**src/rtl/conv_mem_pkg.sv**
```systemverilog
// rtl/conv_mem_pkg.sv - shared state type, width helper and layer defaults for conv output write sequencing
package conv_mem_pkg;

  typedef enum logic [1:0] {IDLE, DELAY, RUN, DONE} conv_wr_state_t;

  // Counter width for a 0..n-1 range, never narrower than one bit.
  function automatic int clog2_min1(input int n);
    return (n <= 2) ? 1 : $clog2(n);
  endfunction

  localparam int CONV1_IMG_W          = 8;
  localparam int CONV1_IMG_H          = 8;
  localparam int CONV1_NUM_CH         = 3;
  localparam int CONV1_CYCLES_PER_PIX = 25;
  localparam int CONV1_START_DELAY    = 1;

  localparam int CONV2_IMG_W          = 4;
  localparam int CONV2_IMG_H          = 4;
  localparam int CONV2_NUM_CH         = 8;
  localparam int CONV2_CYCLES_PER_PIX = 27;
  localparam int CONV2_START_DELAY    = 2;

endpackage

```
**src/rtl/conv_mem_write_gen_wrap_counter.sv**
```systemverilog
// rtl/conv_mem_write_gen_wrap_counter.sv - modulo-MAX counter with synchronous clear and terminal-count flag
module wrap_counter
  import conv_mem_pkg::*;
#(
  parameter  int MAX = 2,
  localparam int W   = clog2_min1(MAX)
) (
  input  logic         i_clk,
  input  logic         i_rst,
  input  logic         i_clr,
  input  logic         i_inc,
  output logic [W-1:0] o_cnt,
  output logic         o_last
);

  localparam logic [W-1:0] LAST = W'(MAX - 1);

  logic [W-1:0] r_cnt;

  always_ff @(posedge i_clk or posedge i_rst) begin
    if (i_rst) begin
      r_cnt <= '0;
    end else if (i_clr) begin
      r_cnt <= '0;
    end else if (i_inc) begin
      r_cnt <= (r_cnt == LAST) ? '0 : r_cnt + 1'b1;
    end
  end

  assign o_cnt  = r_cnt;
  assign o_last = (r_cnt == LAST);

endmodule

```
**src/rtl/conv_mem_write_gen.sv**
```systemverilog
// rtl/conv_mem_write_gen.sv - per-layer output RAM write-address sequencer: channel x pixel walk with start/stall/clear/done
module conv_mem_write_gen
  import conv_mem_pkg::*;
#(
  parameter  int IMG_W          = CONV1_IMG_W,
  parameter  int IMG_H          = CONV1_IMG_H,
  parameter  int NUM_CH         = CONV1_NUM_CH,
  parameter  int CYCLES_PER_PIX = CONV1_CYCLES_PER_PIX,
  parameter  int START_DELAY    = CONV1_START_DELAY,
  localparam int NUM_PIX        = IMG_W * IMG_H,
  localparam int PIX_W          = clog2_min1(NUM_PIX),
  localparam int CH_W           = clog2_min1(NUM_CH),
  localparam int LIN_W          = clog2_min1(NUM_PIX * NUM_CH),
  localparam int MAC_W          = clog2_min1(CYCLES_PER_PIX)
) (
  input  logic             i_clk,
  input  logic             i_rst,
  input  logic             i_start,
  input  logic             i_stall,
  input  logic             i_clear,
  output logic             o_busy,
  output logic             o_wr_en,
  output logic [PIX_W-1:0] o_pix_addr,
  output logic [CH_W-1:0]  o_ch,
  output logic [LIN_W-1:0] o_lin_addr,
  output logic [MAC_W-1:0] o_mac_cnt,
  output logic             o_done
);

  conv_wr_state_t r_state;
  conv_wr_state_t w_next_state;
  logic             r_done;
  logic [LIN_W-1:0] r_lin_addr;

  logic w_accept, w_clr, w_run_go, w_wr_en, w_final;
  logic w_delay_last, w_mac_last, w_pix_last, w_ch_last;
  logic [MAC_W-1:0] w_mac_cnt;
  logic [PIX_W-1:0] w_pix_addr;
  logic [CH_W-1:0]  w_ch;

  assign w_accept = i_start && !i_clear && (r_state == IDLE || r_state == DONE);
  assign w_clr    = i_clear || w_accept;
  assign w_run_go = (r_state == RUN) && !i_stall;
  assign w_wr_en  = w_run_go && w_mac_last;
  assign w_final  = w_wr_en && w_pix_last && w_ch_last;

  generate
    if (START_DELAY > 0) begin : g_delay
      logic [clog2_min1(START_DELAY)-1:0] w_delay_cnt_unused;
      wrap_counter #(.MAX(START_DELAY)) u_delay_cnt (
        .i_clk  (i_clk),
        .i_rst  (i_rst),
        .i_clr  (w_clr),
        .i_inc  ((r_state == DELAY) && !i_stall),
        .o_cnt  (w_delay_cnt_unused),
        .o_last (w_delay_last)
      );
    end else begin : g_no_delay
      assign w_delay_last = 1'b1;
    end
  endgenerate

  wrap_counter #(.MAX(CYCLES_PER_PIX)) u_mac_cnt (
    .i_clk  (i_clk),
    .i_rst  (i_rst),
    .i_clr  (w_clr),
    .i_inc  (w_run_go),
    .o_cnt  (w_mac_cnt),
    .o_last (w_mac_last)
  );

  // The final write leaves pixel/channel parked on the last address for DONE.
  wrap_counter #(.MAX(NUM_PIX)) u_pix_cnt (
    .i_clk  (i_clk),
    .i_rst  (i_rst),
    .i_clr  (w_clr),
    .i_inc  (w_wr_en && !w_final),
    .o_cnt  (w_pix_addr),
    .o_last (w_pix_last)
  );

  wrap_counter #(.MAX(NUM_CH)) u_ch_cnt (
    .i_clk  (i_clk),
    .i_rst  (i_rst),
    .i_clr  (w_clr),
    .i_inc  (w_wr_en && w_pix_last && !w_final),
    .o_cnt  (w_ch),
    .o_last (w_ch_last)
  );

  always_ff @(posedge i_clk or posedge i_rst) begin
    if (i_rst) begin
      r_lin_addr <= '0;
    end else if (w_clr) begin
      r_lin_addr <= '0;
    end else if (w_wr_en && !w_final) begin
      r_lin_addr <= r_lin_addr + 1'b1;
    end
  end

  always_ff @(posedge i_clk or posedge i_rst) begin
    if (i_rst) begin
      r_state <= IDLE;
      r_done  <= 1'b0;
    end else begin
      r_state <= w_next_state;
      r_done  <= (w_next_state == DONE);
    end
  end

  always_comb begin
    w_next_state = r_state;
    if (i_clear) begin
      w_next_state = IDLE;
    end else begin
      case (r_state)
        IDLE, DONE: if (i_start) w_next_state = (START_DELAY == 0) ? RUN : DELAY;
        DELAY:      if (!i_stall && w_delay_last) w_next_state = RUN;
        RUN:        if (w_final) w_next_state = DONE;
        default:    w_next_state = IDLE;
      endcase
    end
  end

  assign o_busy     = (r_state == DELAY) || (r_state == RUN);
  assign o_wr_en    = w_wr_en;
  assign o_pix_addr = w_pix_addr;
  assign o_ch       = w_ch;
  assign o_lin_addr = r_lin_addr;
  assign o_mac_cnt  = w_mac_cnt;
  assign o_done     = r_done;

endmodule

```
**config.mk**
```make
export PLATFORM = sky130hd
export DESIGN_NAME = conv_mem_write_gen
export DESIGN_NICKNAME = d
export VERILOG_FILES = /design/src/rtl/conv_mem_pkg.sv /design/src/rtl/conv_mem_write_gen_wrap_counter.sv /design/src/rtl/conv_mem_write_gen.sv
export SDC_FILE = /design/constraint.sdc
export NUM_CORES = 1
export LEC_CHECK = 0
export CAP_MARGIN = 20
export CELL_PAD_IN_SITES_DETAIL_PLACEMENT = 1
export CELL_PAD_IN_SITES_GLOBAL_PLACEMENT = 1
export CORE_UTILIZATION = 39
export CTS_CLUSTER_DIAMETER = 80
export CTS_CLUSTER_SIZE = 8
export DETAILED_ROUTE_END_ITERATION = 10
export GPL_TIMING_DRIVEN = 0
export PLACE_DENSITY_LB_ADDON = 0.1
export SYNTH_ARGS = -nofsm -noshare
export SYNTH_HDL_FRONTEND = slang
export SYNTH_SLANG_ARGS = --single-unit
```
**constraint.sdc**
```tcl
create_clock -name i_clk -period 5.98 [get_ports i_clk]
set_input_delay 1.196 -clock i_clk [delete_from_list [all_inputs] [get_ports i_clk]]
set_output_delay 1.196 -clock i_clk [all_outputs]
set_load 0.1 [all_outputs]
```
After elaboration in Yosys (flattened, before gate mapping)
Index checks and enable logic that the tools add are counted.
{ "totals": {"register_bits": 25, "latch_bits": 0, "mem_bits_rw": 0, "rom_bits": 0, "out_inout_bits": 24, "memories": 0} }
{ "op_classes": {"addsub": 5, "multipliers": 0, "div": 0, "magnitude_cmp": 0, "eq_ne": 7, "shifts": 0, "n_mux": 19, "bitwise_logic": 1, "reduce_logical": 22} }
{ "ops": {"columns": ["op", "n"], "rows": [
  ["2-to-1 mux 6 bit", 3],
  ["2-to-1 mux 8 bit", 2],
  ["2-to-1 mux 5 bit", 3],
  ["2-to-1 mux 2 bit", 7],
  ["logical AND 1 bit", 10],
  ["adder 8 x 1 -> 8 bit, second input constant", 1],
  ["equality test 2 bit, second input constant", 4],
  ["nonzero test 2 bit", 4],
  ["adder 6 x 1 -> 6 bit, second input constant", 1],
  ["equality test 6 bit, second input constant", 1],
  ["one-hot mux 2 bit (3 select lines)", 1],
  ["adder 5 x 1 -> 5 bit, second input constant", 1],
  ["equality test 5 bit, second input constant", 1],
  ["zero test 1 bit", 3],
  ["logical OR 1 bit", 3],
  ["2-to-1 mux 1 bit", 3],
  ["adder 2 x 1 -> 2 bit, second input constant", 1],
  ["equality test 2 x 1 -> 1 bit, second input constant", 1],
  ["zero test 2 bit", 1],
  ["OR reduction 2 bit", 1],
  ["adder 1 bit, second input constant", 1],
  ["NOT 1 bit", 1]
]} }

Longest topological paths before layout
{ "depth": {"depth_word": 9, "mapped_depth": 8, "ltp_nobuf": 6} }

Hierarchy
A second synthesis with hierarchy kept.
{ "hier_totals": {"hier_cells": 150, "hier_area_um2": 1383.8} }
{ "modules_own_cells": {"columns": ["mod", "n_inst", "cells_per_inst", "area_each_um2", "seq_area_each_um2"], "rows": [
  ["conv_mem_write_gen", 1, 69, 638.1, 275.3],
  ["wrap_counter at u_pix_cnt", 1, 35, 324.1, 150.1],
  ["wrap_counter at u_mac_cnt", 1, 32, 299.0, 125.1],
  ["wrap_counter at u_ch_cnt", 1, 10, 100.1, 50.0],
  ["wrap_counter at g_delay.u_delay_cnt", 1, 4, 22.5, 0.0]
]} }

Least setup slack after synthesis
OpenSTA, ideal clock, no wires.
{ "synth_path": {"kind": "input port to output port", "start": "input i_stall", "end": "output o_wr_en", "arrival_ps": 2737, "required_ps": 4784, "slack_ps": 2047, "cell_stages": 3, "cell_sequence": "nand2b_1 buf_2 nor2_1"} }
{ "synth_via": {"elab_chain_len": 3} }
{ "synth_rtl": {"columns": ["item", "line_no", "rtl"], "rows": [
  ["start: declaration", "conv_mem_write_gen.sv:19", "input logic i_stall,"],
  ["zero test 1 bit", "conv_mem_write_gen.sv:43", "assign w_run_go = (r_state == RUN) && !i_stall;"],
  ["logical AND 1 bit", "conv_mem_write_gen.sv:43", null],
  ["logical AND 1 bit", "conv_mem_write_gen.sv:44", "assign w_wr_en = w_run_go && w_mac_last;"],
  ["end: declaration", "conv_mem_write_gen.sv:22", "output logic o_wr_en,"]
]} }
Every way passes these cells.

Worst setup path after layout
Ends and elaborated chain as after synthesis.

==> results_dict.tcl <==
set metrics [dict create \
    most-common-layout-cells "clkdlybuf4s50_1, dfrtp_1, a21oi_1, nand2_1, nor2_1" \
    hold_violations 0 \
    grt_pass1_wl_um 6190 \
    synthXorXnorAreaFrac_pct 0.659 \
    pwr-share-seq_pct 51.4 \
    yosys.area_share.simple_pct 23.5 \
    grt_max_degree 25 \
    period_share_pct 74.8 \
    hold_class "reg -> reg" \
    p_sw_uw 78.7 \
    num_vias 1275 \
    irDropWorstVdd_mv 0.0685 \
    clk_latency_ns 0.32 \
    grt_pass1_vias 1350 \
    cts_hold_buffers 0 \
    drv_slew 0 \
    numClockSinks 24 \
    syn_area_um2 1330 \
    fin_worst_skew_ns 0.0107 \
    cts_buffers 3 \
    drt_first_pass_iters 4 \
    routed_via_density 5.64 \
    cts.reportedPaths.clkPinSlew_ns 0.13 \
    die_w_um 60.4 \
    coreArea_um2 3150 \
    syn_inst 150 \
    p_sw_share_pct 24.6 \
    worstPathArrival_ns 3.28 \
    start_kind "primary input" \
    ys_seq_elements 24 \
    clock_power_share_pct 36.9 \
    crit_type "in -> out" \
    synth_fp_nets 161 \
    synth_fa_ha_area_share_pct 5.65 \
    port_buffers 28 \
    first_iter_violations 47 \
    drcViolationCount 0 \
    end_kind "output pin" \
    post_drt_wl_per_cell_um 16.2 \
    synth.area.mux_share_pct 1.51 \
    slew_headroom_pct 32.6 \
    synth.distinct_cells 38 \
    cp_data_required_time_ns 4.78 \
    finalPower_uw 320 \
    antenna_left 0 \
    p_leak_uw 0.000649 \
    final_layout_size_suffix_gt1_share_pct 3.85 \
    final_common_cell "clkdlybuf4s50_1" \
    final_cell_count_no_fill 226 \
    dp_hpwl_um 2620 \
    drv_cap 0 \
    htree_levels 1 \
    dp.cells 222 \
    power_frac_comb_pct 11.7 \
    critPathMaxFanout 9 \
    tightest_slew_ns 1.01 \
    clock_path_buffers 2 \
    synth_warnings 0 \
    cts_tree "done" \
    synth_compound_area_share_pct 19.7 \
    io_pins 29 \
    yosysSeqAreaShare_pct 45.2 \
    outcome "finished, final reports clean" \
    internal_power_uw 241 \
    finalSetupViolCount 0 \
    syn2layout_area_growth_pct 29.2 \
    initial_utilization_pct 42.1 \
    antenna_found_initial 0 \
    place.gp.congestion 0.762 \
    grt_overflow 0 \
    synth_top_family_by_area "simple AND/OR/NAND/NOR gates" \
    avgSynthCellArea_um2 8.86 \
    cts_resized 0 \
    drt-total-wl_um 3670 \
    final_util_pct 54.4 \
    rsz0062_at_grt "false" \
    fp-row-count 20 \
    grt_usage_pct 22.7 \
    min_period_ns 4.48 \
    cts_setup_buffers 0 \
    final_nets 194 \
    die-area_um2 3640 \
    fin_setup_tns_ns 0 \
    antennaDiodeCount 0 \
    max_freq_ghz 0.223 \
    p_per_area_nw_per_um2 186 \
    die_h_um 60.4 \
    cts_root_buf "clkbuf_4" \
]
[cell families after synthesis]
family	Yosys count
buf+inv	13
fa+ha+maj	6
xor+xnor	1
compound gates	43
flops	24
mux	2
simple gates	61
[synth_stat cells (all sizes together)]
master / instances / area share [%]
dfrtp: 24 / 45
nand3b: 1 / 0.57
and3: 1 / 0.47
nand2: 16 / 4.5
buf: 1 / 0.38
a221oi: 1 / 0.66
a211o: 1 / 0.66
mux2i: 2 / 1.5
inv: 9 / 2.5
and2: 1 / 0.47
nand2b: 3 / 1.4
a21o: 1 / 0.57
a211oi: 1 / 0.57
nand4b: 1 / 1.1
a31oi: 3 / 1.4
nor3b: 2 / 1.1
a41oi: 1 / 0.66
o311ai: 1 / 0.66
nor2: 13 / 3.7
o2bb2ai: 1 / 0.66
nor4: 2 / 0.94
a31o: 1 / 0.66
xnor2: 1 / 0.66
or3: 6 / 2.8
o41ai: 1 / 0.66
nand4: 1 / 0.47
o21ai: 11 / 4.1
and4b: 1 / 0.75
ha: 6 / 5.6
a21oi: 16 / 6.0
nand3: 9 / 3.4
a21boi: 2 / 1.1
o31ai: 1 / 0.57
nor3: 2 / 0.75
nor2b: 1 / 0.47
a311oi: 1 / 0.66
or4: 1 / 0.57
clkbuf: 3 / 0.85
[power by group through the flow]
stage	sequential, uW	combinational, uW	clock, uW
2_1_floorplan	169	24.5	0
3_3_place_gp	168	36.8	0
3_5_place_dp	168	37.6	0
4_1_cts	165	37.8	123
5_1_grt	165	41.7	125
6_report	165	37.4	118
[per-stage QoR]
stage | setup slack (ns) | area (um2) | hold slack [ns]
floorplan | 2.05 | 1330 | 0.572
global placement | 1.52 | 1660 | 0.534
detailed placement | 1.52 | 1660 | 0.564
CTS | 1.50 | 1720 | 0.587
global route | 1.44 | 1720 | 0.622
finish | 1.50 | 1720 | 0.594
[flip-flops by register name (all words and copies together), names as in the netlist]
name / flops
u_pix_cnt.o_cnt: 6
u_mac_cnt.o_cnt: 5
r_state: 2
u_ch_cnt.o_cnt: 2
o_done: 1
o_lin_addr: 8
[critical path, cell delays in order]
cell,delay (ns)
clkdlybuf4s50_1,0.48
nand2b_1,0.17
buf_2,0.17
nor2_1,0.11
clkdlybuf4s50_1,1.14
[worst paths after layout]
| kind | startpoint | endpoint | depth (start not counted) | slack [ns] |
|---|---|---|---|---|
| hold reg to reg | o_lin_addr[7]$_DFFE_PP0P_ | o_lin_addr[7]$_DFFE_PP0P_ | 2 | 0.59 |
| setup reg to reg | u_pix_cnt.o_cnt[0]$_DFFE_PP0P_ | o_lin_addr[7]$_DFFE_PP0P_ | 5 | 3.74 |
| max in group asynchronous | i_rst | o_lin_addr[5]$_DFFE_PP0P_ | 2 | 4.02 |
| setup / recovery | i_stall | o_wr_en | 5 | 1.50 |
| min in group asynchronous | i_rst | u_mac_cnt.o_cnt[4]$_DFFE_PP0P_ | 2 | 1.38 |
| hold / removal | o_lin_addr[7]$_DFFE_PP0P_ | o_lin_addr[7]$_DFFE_PP0P_ | 2 | 0.59 |
[metal layers]
layer	part of all wire [%]	wire (um)	GRT usage, %
met1	44	1630	27.9
met2	52	1910	41.4
met3	2.9	108	2.13
met4	0.57	21	7.64
met5	0	0	0
[cell type report]
type / instances / area (um2)
fill: 389 / 1440
inverter: 9 / 33.8
timing repair buffer: 28 / 280
multi-input combinational: 113 / 678
clock inverter: 1 / 30.0
sequential: 24 / 601
clock buffer: 3 / 22.5
tap: 44 / 55.1
buffer: 4 / 16.3
Power figures use the tool's default switching activity.
